[src/rtl/refresh_sched_if.sv]
// Refresh scheduler interface: groups the controller-side handshake and
// status signals of the SDRAM auto-refresh scheduler.
//   master : scheduler side (samples enable/busy/ref_done, drives status)
//   slave  : controller / sequence-generator side
interface refresh_sched_if;
   logic       enable;     // SDRAM init complete; refresh timing active
   logic       busy;       // controller mid-access; no refresh may start
   logic       ref_done;   // one-cycle completion pulse from sequence generator
   logic       ref_start;  // one-cycle start pulse to sequence generator
   logic       ref_req;    // refresh obligations outstanding
   logic       urgent;     // obligation backlog full
   logic       ref_active; // refresh sequence in progress
   logic [3:0] pend_cnt;   // outstanding refresh obligations
   logic       err_ovf;    // sticky: a refresh obligation was lost
   logic       err_tmo;    // sticky: ref_done did not arrive in time

   modport master (
      input  enable, busy, ref_done,
      output ref_start, ref_req, urgent, ref_active, pend_cnt, err_ovf, err_tmo
   );

   modport slave (
      output enable, busy, ref_done,
      input  ref_start, ref_req, urgent, ref_active, pend_cnt, err_ovf, err_tmo
   );
endinterface

[src/rtl/refresh_sched.sv]
// SDRAM auto-refresh scheduler. Generates a refresh obligation every
// REF_INTERVAL enabled cycles, queues up to MAX_PEND of them, and launches
// one auto-refresh sequence at a time when the controller is idle, guarded
// by a TIMEOUT-cycle completion watchdog.
//   clk   : system clock, rising edge
//   n_rst : asynchronous active-low reset
//   bus   : refresh_sched_if.master (enable, busy, ref_done in;
//           ref_start, ref_req, urgent, ref_active, pend_cnt, err_ovf, err_tmo out)
module refresh_sched #(
   parameter int unsigned REF_INTERVAL = 781,
   parameter int unsigned MAX_PEND     = 8,
   parameter int unsigned TIMEOUT      = 16
) (
   input  logic             clk,
   input  logic             n_rst,
   refresh_sched_if.master  bus
);

   localparam int unsigned IW = (REF_INTERVAL > 1) ? $clog2(REF_INTERVAL) : 1;
   localparam int unsigned WW = $clog2(TIMEOUT + 1);
   localparam int unsigned PW = 4;

   localparam logic [IW-1:0] IVL_LAST  = IW'(REF_INTERVAL - 1);
   localparam logic [WW-1:0] WDOG_LAST = WW'(TIMEOUT - 1);
   localparam logic [PW-1:0] PEND_MAX  = PW'(MAX_PEND);

   typedef enum logic [1:0] {
      IDLE      = 2'd0,
      START     = 2'd1,
      WAIT_DONE = 2'd2
   } state_t;

   state_t          state, state_nx;
   logic [IW-1:0]   ivl_cnt;
   logic [WW-1:0]   wdog, wdog_nx;
   logic [PW-1:0]   pend, pend_nx;
   logic            tick;
   logic            done_acc;
   logic            tmo_hit;
   logic            ovf_set;

   logic            ref_start_q;
   logic            ref_req_q;
   logic            urgent_q;
   logic            ref_active_q;
   logic            err_ovf_q;
   logic            err_tmo_q;

   // Obligation tick on the last count of each enabled interval
   assign tick = bus.enable && (ivl_cnt == IVL_LAST);

   // Interval counter: held at 0 while disabled, wraps after REF_INTERVAL counts
   always_ff @(posedge clk or negedge n_rst) begin
      if (!n_rst) begin
         ivl_cnt <= '0;
      end else if (!bus.enable || tick) begin
         ivl_cnt <= '0;
      end else begin
         ivl_cnt <= ivl_cnt + 1'b1;
      end
   end

   // Next state, watchdog and backlog update
   always_comb begin
      state_nx = state;
      wdog_nx  = wdog;
      pend_nx  = pend;
      done_acc = 1'b0;
      tmo_hit  = 1'b0;
      ovf_set  = 1'b0;

      case (state)
         IDLE: begin
            if ((pend != '0) && !bus.busy && bus.enable) begin
               state_nx = START;
            end
         end
         START: begin
            wdog_nx  = '0;
            state_nx = WAIT_DONE;
         end
         WAIT_DONE: begin
            if (bus.ref_done) begin
               done_acc = 1'b1;
               state_nx = IDLE;
            end else if (wdog == WDOG_LAST) begin
               tmo_hit  = 1'b1;
               wdog_nx  = '0;
               state_nx = IDLE;
            end else begin
               wdog_nx = wdog + 1'b1;
            end
         end
         default: begin
            state_nx = IDLE;
         end
      endcase

      // A tick and a completion in the same cycle cancel out
      if (tick && !done_acc) begin
         if (pend == PEND_MAX) begin
            ovf_set = 1'b1;
         end else begin
            pend_nx = pend + 1'b1;
         end
      end else if (done_acc && !tick && (pend != '0)) begin
         pend_nx = pend - 1'b1;
      end
   end

   // State, backlog, sticky errors and registered status outputs
   always_ff @(posedge clk or negedge n_rst) begin
      if (!n_rst) begin
         state        <= IDLE;
         wdog         <= '0;
         pend         <= '0;
         err_ovf_q    <= 1'b0;
         err_tmo_q    <= 1'b0;
         ref_start_q  <= 1'b0;
         ref_req_q    <= 1'b0;
         urgent_q     <= 1'b0;
         ref_active_q <= 1'b0;
      end else begin
         state        <= state_nx;
         wdog         <= wdog_nx;
         pend         <= pend_nx;
         err_ovf_q    <= err_ovf_q | ovf_set;
         err_tmo_q    <= err_tmo_q | tmo_hit;
         // Status flops track the next state so they line up with state/pend
         ref_start_q  <= (state_nx == START);
         ref_active_q <= (state_nx != IDLE);
         ref_req_q    <= (pend_nx != '0);
         urgent_q     <= (pend_nx == PEND_MAX);
      end
   end

   assign bus.ref_start  = ref_start_q;
   assign bus.ref_req    = ref_req_q;
   assign bus.urgent     = urgent_q;
   assign bus.ref_active = ref_active_q;
   assign bus.pend_cnt   = pend;
   assign bus.err_ovf    = err_ovf_q;
   assign bus.err_tmo    = err_tmo_q;

endmodule
[src/flat_wrapper.sv]
// flat-port wrapper written by rule: the top's interface ports become plain ports
module refresh_sched_flat 
#(
   parameter int unsigned REF_INTERVAL = 781,
   parameter int unsigned MAX_PEND     = 8,
   parameter int unsigned TIMEOUT      = 16
)
  (clk, n_rst, bus_enable, bus_busy, bus_ref_done, bus_ref_start, bus_ref_req, bus_urgent, bus_ref_active, bus_pend_cnt, bus_err_ovf, bus_err_tmo);
  refresh_sched_if bus_i ();
  input  logic clk;
  input  logic n_rst;
  input wire logic [$bits(bus_i.enable)-1:0] bus_enable;
  input wire logic [$bits(bus_i.busy)-1:0] bus_busy;
  input wire logic [$bits(bus_i.ref_done)-1:0] bus_ref_done;
  output wire logic [$bits(bus_i.ref_start)-1:0] bus_ref_start;
  output wire logic [$bits(bus_i.ref_req)-1:0] bus_ref_req;
  output wire logic [$bits(bus_i.urgent)-1:0] bus_urgent;
  output wire logic [$bits(bus_i.ref_active)-1:0] bus_ref_active;
  output wire logic [$bits(bus_i.pend_cnt)-1:0] bus_pend_cnt;
  output wire logic [$bits(bus_i.err_ovf)-1:0] bus_err_ovf;
  output wire logic [$bits(bus_i.err_tmo)-1:0] bus_err_tmo;
  assign bus_i.enable = bus_enable;
  assign bus_i.busy = bus_busy;
  assign bus_i.ref_done = bus_ref_done;
  assign bus_ref_start = bus_i.ref_start;
  assign bus_ref_req = bus_i.ref_req;
  assign bus_urgent = bus_i.urgent;
  assign bus_ref_active = bus_i.ref_active;
  assign bus_pend_cnt = bus_i.pend_cnt;
  assign bus_err_ovf = bus_i.err_ovf;
  assign bus_err_tmo = bus_i.err_tmo;
  refresh_sched #(.REF_INTERVAL(REF_INTERVAL), .MAX_PEND(MAX_PEND), .TIMEOUT(TIMEOUT)) u_core (.clk(clk), .n_rst(n_rst), .bus(bus_i));
endmodule
[config.mk]
export PLATFORM = sky130hd
export DESIGN_NAME = refresh_sched_flat
export DESIGN_NICKNAME = d
export VERILOG_FILES = /design/src/rtl/refresh_sched_if.sv /design/src/rtl/refresh_sched.sv /design/src/flat_wrapper.sv
export SDC_FILE = /design/constraint.sdc
export NUM_CORES = 1
export LEC_CHECK = 0
export CORE_MARGIN = 2
export CORE_UTILIZATION = 59
export DETAILED_ROUTE_END_ITERATION = 8
export PLACE_DENSITY = 0.83
export SLEW_MARGIN = 40
export SYNTH_ARGS = -nofsm -noshare
export SYNTH_HDL_FRONTEND = slang
export SYNTH_SLANG_ARGS = --single-unit
export TNS_END_PERCENT = 5
[constraint.sdc]
create_clock -name clk -period 5.2 [get_ports clk]
set_clock_uncertainty 0.2 [all_clocks]
set_input_delay 1.56 -clock clk [delete_from_list [all_inputs] [get_ports clk]]
set_output_delay 1.56 -clock clk [all_outputs]
set_load 0.1 [all_outputs]
# Word-level counts from Yosys, hierarchy flattened
# Cells that the tools add are included.
dict set report totals {
  reg_bits 27
  latchBits 0
  ram_bits 0
  rom_bits 0
  inputBits 5
  out_inout_bits 10
  wordCells 59
  mem_count 0
}
dict set report classes {
  add_sub_neg 4
  mul 0
  div_mod_pow 0
  magnitude_cmp 0
  eq_ne 8
  shift 0
  muxes 18
  bitwise 2
  reduce_logical 17
}
# op count
set op_table {}
lappend op_table {{2-to-1 mux 4 bit} 3}
lappend op_table {{adder 10 x 1 -> 10 bit (second input constant)} 1}
lappend op_table {{== test 10 bit (second input constant)} 1}
lappend op_table {{2-to-1 mux 10 bit} 1}
lappend op_table {{2-to-1 mux 5 bit} 2}
lappend op_table {{one-hot mux 5 bit (2 select lines)} 1}
lappend op_table {{== test 4 bit (second input constant)} 2}
lappend op_table {{nonzero test 4 bit} 2}
lappend op_table {{2-to-1 mux 1 bit} 7}
lappend op_table {{logical AND 1 bit} 6}
lappend op_table {{2-to-1 mux 2 bit} 3}
lappend op_table {{one-hot mux 2 bit (3 select lines)} 1}
lappend op_table {{adder 5 x 1 -> 5 bit (second input constant)} 1}
lappend op_table {{== test 5 x 4 -> 1 bit (second input constant)} 1}
lappend op_table {{adder 4 x 1 -> 4 bit (second input constant)} 1}
lappend op_table {{== test 2 x 1 -> 1 bit (second input constant)} 2}
lappend op_table {{zero test 1 bit} 4}
lappend op_table {{nonzero test 2 bit} 2}
lappend op_table {{subtractor 4 x 1 -> 4 bit (second input constant)} 1}
lappend op_table {{== test 2 bit (second input constant)} 1}
lappend op_table {{zero test 2 bit} 1}
lappend op_table {{inequality test 2 bit (second input constant)} 1}
lappend op_table {{bitwise OR 1 bit} 2}
lappend op_table {{AND reduction 2 bit} 1}
lappend op_table {{logical OR 1 bit} 1}

# Longest topological paths before layout
# Gate-level depths: netlist of run 1.
dict set report logic_depth {
  ltp_word 8
  mapped_depth 9
  depth_no_buf 8
}

# Worst setup path after synthesis of run 1
# OpenSTA, ideal clock, no wires.
dict set report synth_timing {
  path_type {in2reg}
  startpoint {input bus_ref_done}
  endpoint {register u_core.ref_req_q, in the netlist u_core.bus.ref_req}
  setup_time_ns 0.139
  arrival_time_ns 3.143
  required_time_ns 4.861
  setup_slack_ns 1.718
  cell_stages 6
  n_path_buf 1
  cell_sequence {and3b_1 > clkbuf_1 > o41ai_1 > a31oi_1 > or3_1 > or4_1}
}
dict set report synth_between {
  elab_chain_cells 7
  elab_cells_between_ends 9
  cone_classes {4 x mux; 5 x reduce/logical}
}
# element line
set synth_rtl {}
lappend synth_rtl {{from (decl)} flat_wrapper.sv:14} ;# input wire logic [$bits(bus_i.ref_done)-1:0] bus_ref_done;
lappend synth_rtl {{2-to-1 mux 1 bit *} refresh_sched.sv:83} ;# if (bus.ref_done) begin
lappend synth_rtl {{2-to-1 mux 1 bit *} refresh_sched.sv:72} ;# case (state)
lappend synth_rtl {{logical AND 1 bit (2 in a row)} refresh_sched.sv:106} ;# end else if (done_acc && !tick && (pend != '0)) begin
lappend synth_rtl {{2-to-1 mux 4 bit} refresh_sched.sv:106}
lappend synth_rtl {{2-to-1 mux 4 bit *} refresh_sched.sv:100} ;# if (tick && !done_acc) begin
lappend synth_rtl {{net u_core.pend_nx[2]} refresh_sched.sv:36} ;# logic [PW-1:0] pend, pend_nx;
lappend synth_rtl {{nonzero test 4 bit *} refresh_sched.sv:132} ;# ref_req_q <= (pend_nx != '0);
lappend synth_rtl {{to (signal assigned)} refresh_sched.sv:132}
lappend synth_rtl {{to (decl)} refresh_sched.sv:43} ;# logic ref_req_q;
# The timed path passes the listed nets; every way through them passes the cells marked *.
# A chain may end at the register's enable or synchronous reset.

# Worst setup path after layout of run 1
# Same ends and word-level chain as after synthesis.

==> out/metrics.cfg, run 1 <==
[timing]
tns_ns=0
rsz0062_at_grt=no
max_freq_mhz=264
tightest_slew_ns=0.692
hold_viol=0
maxSlewHeadroom=0.536
finalWorstSetupSlack_ns=1.41
drv_slew=0
finalSetupViolCount=0
min_period_ns=3.79
min_period_over_period=0.728

[floorplan]
core_sq_um=2250
fp.dieH_microns=53.2
ios=15
fp-row-count=17
die_w_microns=53.2
dieArea_sq_um=2830
initial_utilization=0.633

[drt]
vias=1145
dr.pass1.iters=4
routed_wl_microns=2680
drcViolationCount=0
routed_via_density=6.06
ant_nets=0
drt_iter0_markers=30
wire_per_inst_microns=14.2

[final_layout]
regArea_sq_um=676
multi_input_area_sq_um=699
layout.nets=172
num-fill-cells=177
drive_gt1_frac=0.124
stdcell_count=189
diodes=0
postLayoutCoreUtil=0.692
area_growth_pct=9.29

[setup_path]
r2r_slack_ns=2.41
r2r_cells=7
cp-startpoint=bus_ref_done
r2r_start=u_core.ivl_cnt[0]
worstPathRequired_ns=5.21
worst_setup_path_end_kind=flip-flop
crit_arrival_ns=3.79
endpoint=u_core.bus.ref_req
r2r_end=u_core.bus.ref_req
critical_path_class=in2reg
crit_path_start_kind=input pin
crit_fanout=10

[synth]
synth_top_area_share=0.473
syn_area_per_cell_sq_um=9.71
syn_inst=147
syn_area_sq_um=1430
ys_seq_elements=27
async_flop_share=1.00
post-synth-top-count-cell=dfrtp_1
synth_enable_flop_cells=0
ys_types=43
synth_nets=157
synth_ff_type=dfrtp_1
yosys_warnings=0
ys_seq_area_frac=0.473
yosysTopAreaCell=dfrtp_1
yosys-top-cells-area=dfrtp_1 (47%), nand2_1 (4.5%), ha_1 (4.4%), xor2_1 (4.3%), nor2_1 (3.9%)
synthTopCellsByCount=dfrtp_1 (27), nand2_1 (17), nor2_1 (15)

[place]
io_buffer_count=14
dp_slack_ns=1.12
dp_cells=185
dp_hpwl_microns=1950
place.gp.congestion=0.912

[clock_tree]
ctsHoldBuffers=0
worstSkewPairLatency_ns=0.32
cts-resized-gates=0
cts_tree=yes
cts-root-buf=clkbuf_4
post_cts_buffers=0
cts.sink_count=27
clk_transition_reported_paths_ns=0.15
clockBufferDepth=2
cts-buffers-inserted=3
htreeDepth=1

[pwr]
leakage_uw=0.000741
irDropWorstVdd_v=0.000413
powerDensity_nw_per_um2=507
power_uw=791

[global_route]
overflow=0
grt_pass1_wl_microns=4550
antenna_found_initial=0
grt_max_degree=27
grt.total_usage=0.223
first_global_vias=1042

[worst_hold_path]
hold_class=reg2reg

[outcome]
status=finished clean

[job]
maxCapViolations=0

==> registers in the layout, summed over array words and instances, names as in the netlist <==
name                   flops
u_core.state               2
u_core.bus.pend_cnt        4
u_core.bus.ref_start       1
u_core.bus.ref_req         1
u_core.bus.err_tmo         1
u_core.bus.ref_active      1
u_core.bus.err_ovf         1
u_core.bus.urgent          1
u_core.wdog                5
u_core.ivl_cnt            10
==> worst min-delay path by stage <==
stage | from | endpoint | depth (start not counted)
2_1_floorplan | u_core.wdog[4] | u_core.wdog[4] | 2
3_3_place_gp | u_core.bus.err_tmo | u_core.bus.err_tmo | 1
3_5_place_dp | u_core.bus.err_tmo | u_core.bus.err_tmo | 1
4_1_cts | u_core.bus.err_tmo | u_core.bus.err_tmo | 1
5_1_grt | u_core.bus.err_ovf | u_core.bus.err_ovf | 1
6_report | u_core.bus.err_tmo | u_core.bus.err_tmo | 1
==> kinds of logic after synthesis <==
| group | after synthesis | share of synthesized area |
|---|---|---|
| fa+ha+maj | 5 | 0.0438 |
| xor+xnor | 9 | 0.0552 |
| compound gates | 19 | 0.0999 |
| simple gates | 72 | 0.273 |
| buf+inv | 13 | 0.0403 |
| flops | 27 | 0.473 |
| mux | 2 | 0.0149 |
==> final cells by class <==
type | count | share of cell area
multi-input cells | 107 | 0.448
flip-flops and latches | 27 | 0.433
repair buffers | 15 | 0.0593
well taps | 28 | 0.0225
inverters | 8 | 0.0192
clock buffers | 3 | 0.0144
clock inverters | 1 | 0.00321
==> cell usage in the layout, fill, tap and decap left out, types with 4 or more instances in the layout <==
| cell | count |
|---|---|
| nand3_1 | 8 |
| o21ai_0 | 4 |
| nor3_1 | 4 |
| nor2_1 | 15 |
| inv_1 | 8 |
| ha_1 | 5 |
| nand2_1 | 17 |
| xor2_1 | 7 |
| buf_2 | 11 |
| dfrtp_1 | 27 |
==> power by group <==
group	internal (uW)	switching, uW	total (uW)
clock network	28.8	60.6	89.4
logic	92.4	306	398
registers	251	52.2	303
total	372	418	791
==> metrics by stage <==
| stage | cell area, sq um | hold WS (ns) |
|---|---|---|
| finish | 1560 | 0.273 |
| global route | 1560 | 0.297 |
| CTS | 1560 | 0.280 |
| detailed placement | 1530 | 0.247 |
| global placement | 1580 | 0.247 |
| floorplan | 1430 | 0.280 |
==> worst max-delay path, stage by stage <==
cell and delay (ns):
clkdlybuf4s50_1 0.52, and3b_1 0.35, o41ai_1 0.36, a31oi_1 0.07, or3_1 0.41, or4_1 0.52
==> metal layers <==
layer	global-route usage	vias to the layer above	wire length, microns
met1	0.309	554	1280
met5	0	-	0
met4	0.0812	0	9
li1	-	556	-
met2	0.360	33	1260
met3	0.0254	2	136
(Power assumes the default switching activity.)
==> run 2: changes to the inputs <==
Settings changed: CORE_UTILIZATION 59 to 55, PLACE_DENSITY 0.83 to 0.78.
Clock period 5.2 ns to 3.8 ns, I/O delays scaled along.
==> run 2 against run 1 <==
  * Flip-flop and latch count stayed put
  * Sequential share of layout area decreased by 1.3 points
  * Critical path type unchanged
  * Largest cell class unchanged
  * Utilization shrank 4.3 points
  * Global-route usage down 0.76 points
  * Clock power up 36%
  * Worst setup slack lost 0.91 ns
  * Total power rose by 40%
  * Largest power group unchanged
  * Critical path depth stayed put
==> out/metrics.cfg, run 2 (same netlist as run 1, synthesis figures left out) <==
[setup_path]
crit_family=simple AND/OR/NAND/NOR gates
crit_chain=clkdlybuf4s50_1 > inv_1 > nor4_2 > nor3_1 > or3_1 > or4_1
worstPathRequired_ns=3.81
r2r_cells=7
r2r_slack_ns=0.94
critPathMaxStageDelay_ns=0.56
worst_setup_path_end_kind=flip-flop
crit_fanout=5
worst-path-buf-inv=2
crit_arrival_ns=3.31
r2r_start=u_core.ivl_cnt[0]
crit_path_start_kind=input pin
critPathSlowestCell=clkdlybuf4s50_1
critical_path_class=in2reg
r2r_end=u_core.bus.ref_req

[global_route]
grt_max_degree=28
overflow=0
first_global_vias=1074
grt.total_usage=0.216
antenna_found_initial=0
grt_pass1_wl_microns=4640

[floorplan]
core_sq_um=2480
initial_utilization=0.576
ios=15
dieArea_sq_um=3020
die_w_microns=54.9
fp.dieH_microns=54.9
fp-row-count=18

[place]
io_buffer_count=14
dp_cells=189
place.gp.congestion=0.889
dp_hpwl_microns=1990
place_area_sq_um=1580

[drt]
drt_iter0_markers=38
wire_per_inst_microns=14.2
vias=1143
routed_via_density=5.92
routed_wl_microns=2740
ant_nets=0
drcViolationCount=0
dr.pass1.iters=4

[final_layout]
drive_gt1_frac=0.129
top_register=u_core.ivl_cnt
diodes=0
mostFrequentLayoutCell=dfrtp_1
fin_area_sq_um=1610
num-fill-cells=207
stdcell_count=193
layout.nets=174
final_cell_mix=dfrtp_1 (27), nand2_1 (17), nor2_1 (15), buf_4 (13)
largest_reg_flops=10
area_growth_pct=12.6

[timing]
drv_slew=0
tns_ns=0
min_period_over_period=0.868
min_period_ns=3.30
rsz0062_at_grt=no
finalSetupViolCount=0
maxSlewHeadroom=0.542
tightest_slew_ns=0.683
hold_viol=0
max_freq_mhz=303

[clock_tree]
post_cts_buffers=0
ctsHoldBuffers=0
cts-resized-gates=0
cts_tree=yes
htreeDepth=1
cts-root-buf=clkbuf_4
clockBufferDepth=2
worstSkewPairLatency_ns=0.33
cts-buffers-inserted=3
clk_transition_reported_paths_ns=0.13
cts.sink_count=27

[pwr]
irDropWorstVdd_v=0.000616
power_uw=1110
powerDensity_nw_per_um2=687
leakage_uw=0.000755

[worst_hold_path]
min_to=u_core.bus.err_ovf
hold_class=reg2reg
hold_depth=1
hold_start=u_core.bus.err_ovf

[outcome]
status=finished clean

[job]
maxCapViolations=0

## run 2: cell types whose count changed in the layout (fill, tap and decap cells not counted), sizes merged
cell / delta
clkdlybuf4s50: +1
buf: +1
## run 2: worst register-to-register path, stage by stage (launching register included)
cell,delay (ns)
dfrtp_1,0.48
inv_1,0.08
ha_1,0.14
nand4b_1,0.28
nor4_2,0.53
nor3_1,0.11
or3_1,0.39
or4_1,0.53
## run 2: worst max path at each step
| stage | cells past startpoint | slack, ns | end | start |
|---|---|---|---|---|
| after floorplan | 6 | 0.74 | u_core.bus.ref_req | bus_ref_done |
| after global placement | 6 | 0.26 | u_core.bus.ref_req | bus_enable |
| after detailed placement | 6 | 0.18 | u_core.bus.ref_req | bus_enable |
| after CTS | 6 | 0.55 | u_core.bus.ref_req | bus_enable |
| after global routing | 6 | 0.42 | u_core.bus.ref_req | bus_enable |
| final | 6 | 0.50 | u_core.bus.ref_req | bus_enable |
## run 2: through the flow
step,worst slack (ns),hold slack [ns],util
final,0.501,0.283,0.649
after detailed placement,0.184,0.253,0.638
after global placement,0.262,0.248,0.636
after CTS,0.546,0.287,0.649
after global routing,0.420,0.313,0.649
after floorplan,0.738,0.280,-
## run 2: final cells by class
cell class | count | area (sq um) | share of cell area
Clock inverter | 1 | 5.00 | 0.00311
Timing Repair Buffer | 17 | 138 | 0.0856
Tap cell | 30 | 37.5 | 0.0233
Clock buffer | 3 | 22.5 | 0.0140
Inverter | 8 | 30.0 | 0.0187
Sequential cell | 27 | 676 | 0.420
Multi-Input combinational cell | 107 | 699 | 0.435
## run 2: where the power goes
| part | internal, uW | switching, uW |
|---|---|---|
| Sequential | 344 | 73.3 |
| Combinational | 152 | 414 |
| Clock | 39.6 | 82.3 |
## run 2: routing by layer
layer,vias up,routed length (microns),track usage
met5,-,0,0
met4,0,49,0.0691
met3,8,152,0.0565
met2,33,1320,0.363
met1,543,1220,0.270
li1,559,-,-
==> RTL change (config.mk and constraints of run 2) <==
Reset style: synchronous (`n_rst`), changed in 2 clocked blocks. Comments in the files are not updated.
--- a/src/rtl/refresh_sched.sv
+++ b/src/rtl/refresh_sched.sv
@@ -51,5 +51,5 @@
 
    // Interval counter: held at 0 while disabled, wraps after REF_INTERVAL counts
-   always_ff @(posedge clk or negedge n_rst) begin
+   always_ff @(posedge clk) begin
       if (!n_rst) begin
          ivl_cnt <= '0;
@@ -110,5 +110,5 @@
 
    // State, backlog, sticky errors and registered status outputs
-   always_ff @(posedge clk or negedge n_rst) begin
+   always_ff @(posedge clk) begin
       if (!n_rst) begin
          state        <= IDLE;
Formal check against the unedited RTL: same outputs for any inputs over 10 cycles, from zero or initial values and one cycle with n_rst low; that may be too few to reach the edited logic, so the function may still have changed.
==> RTL change against run 2 <==
  * Worst setup slack better by 0.21 ns
  * Via count down 3.8%
  * Largest cell class unchanged
  * Highest routed layer unchanged
  * Design area shrank 6.0%
  * Wire length is 10% lower
  * Sequential share of layout area decreased by 6.3 points
  * Sequential cell count unchanged
  * Hold slack better by 0.0060 ns
  * Synthesized area is 4.8% lower
Power is not compared: it rests on default switching activity, and its combinational part moved more than twofold at a synthesized area within 25%.
==> RTL change: results (changes against run 2) <==
first-pass GRT wire length: 4.27 mm (-7.9%)
Via Count: 1099 (-3.8%)
Mapped Nets: 166 (+5.7%)
r2r setup slk: 1.43 ns (+0.49 ns)
Slowest cell on crit path: or4b_4
area grow syn2layout: 11.2%
Post-Route WL: 2.46 mm (-10%)
met3 usage: 2.50% (-3.1 points)
nets@finish: 180 (+3.4%)
crit path DAT: 3.11 ns (-0.20 ns)
Max FO, Critical Path: 7 (+2)
share of synthesized registers carrying an async set or reset: 0% (-100 points)
Global Route met2 Usage: 31.9% (-4.4 points)
Post-Synth Adder-Cell Area: 4.60% (+0.22 points)
prevailing post-synth register cell: dfxtp_1
pin count of the biggest net entering global routing: 16 (-43%)
most instantiated cells after synthesis: nor2_1 (29), dfxtp_1 (27), nand2_1 (10)
post-route insts no fill: 199 (+3.1%)
RD Place Congestion: 0.882 (-0.70%)
sequential cell area fraction in the yosys report: 39.8% (-7.5 points)
Final min period: 3.09 ns (-0.213 ns)
XOR/XNOR Fraction of Synth Area: 6.45% (+0.92 points)
Fillers: 203 (-1.9%)
met2 WL: 1.16 mm (-12%)
mux cell area share after synthesis: 1.57% (+0.075 points)
Worst-Margin Slew: 0.398 ns (-0.285 ns)
status: complete, no violations
-- RTL change: cell type report --
type	count	area share (%)
repair buffers	14	7.62
well taps	30	2.48
clock buffers	3	1.49
inverters	6	1.49
multi-input cells	118	50.8
clock inverters	1	0.331
flip-flops and latches	27	35.8
-- RTL change: worst paths after layout --
kind	endpoint	start	cells past startpoint
worst max-delay path	u_core.bus.ref_req	bus_enable	7
worst min-delay path	u_core.bus.err_ovf	u_core.bus.err_ovf	2
worst max register to register	u_core.bus.urgent	u_core.bus.pend_cnt[0]	7
worst min register to register	u_core.bus.err_ovf	u_core.bus.err_ovf	2
-- RTL change: cell families (layout without fill, tap and decap cells) --
kind of cell             Yosys count  after routing
AO/OA/AOI/OAI                     19             19
XOR/XNOR                          10             10
adder cells (fa/ha/maj)            5              5
buffers and inverters             11             24
flip-flops                        27             27
multiplexers                       2              2
AND/OR/NAND/NOR                   82             82
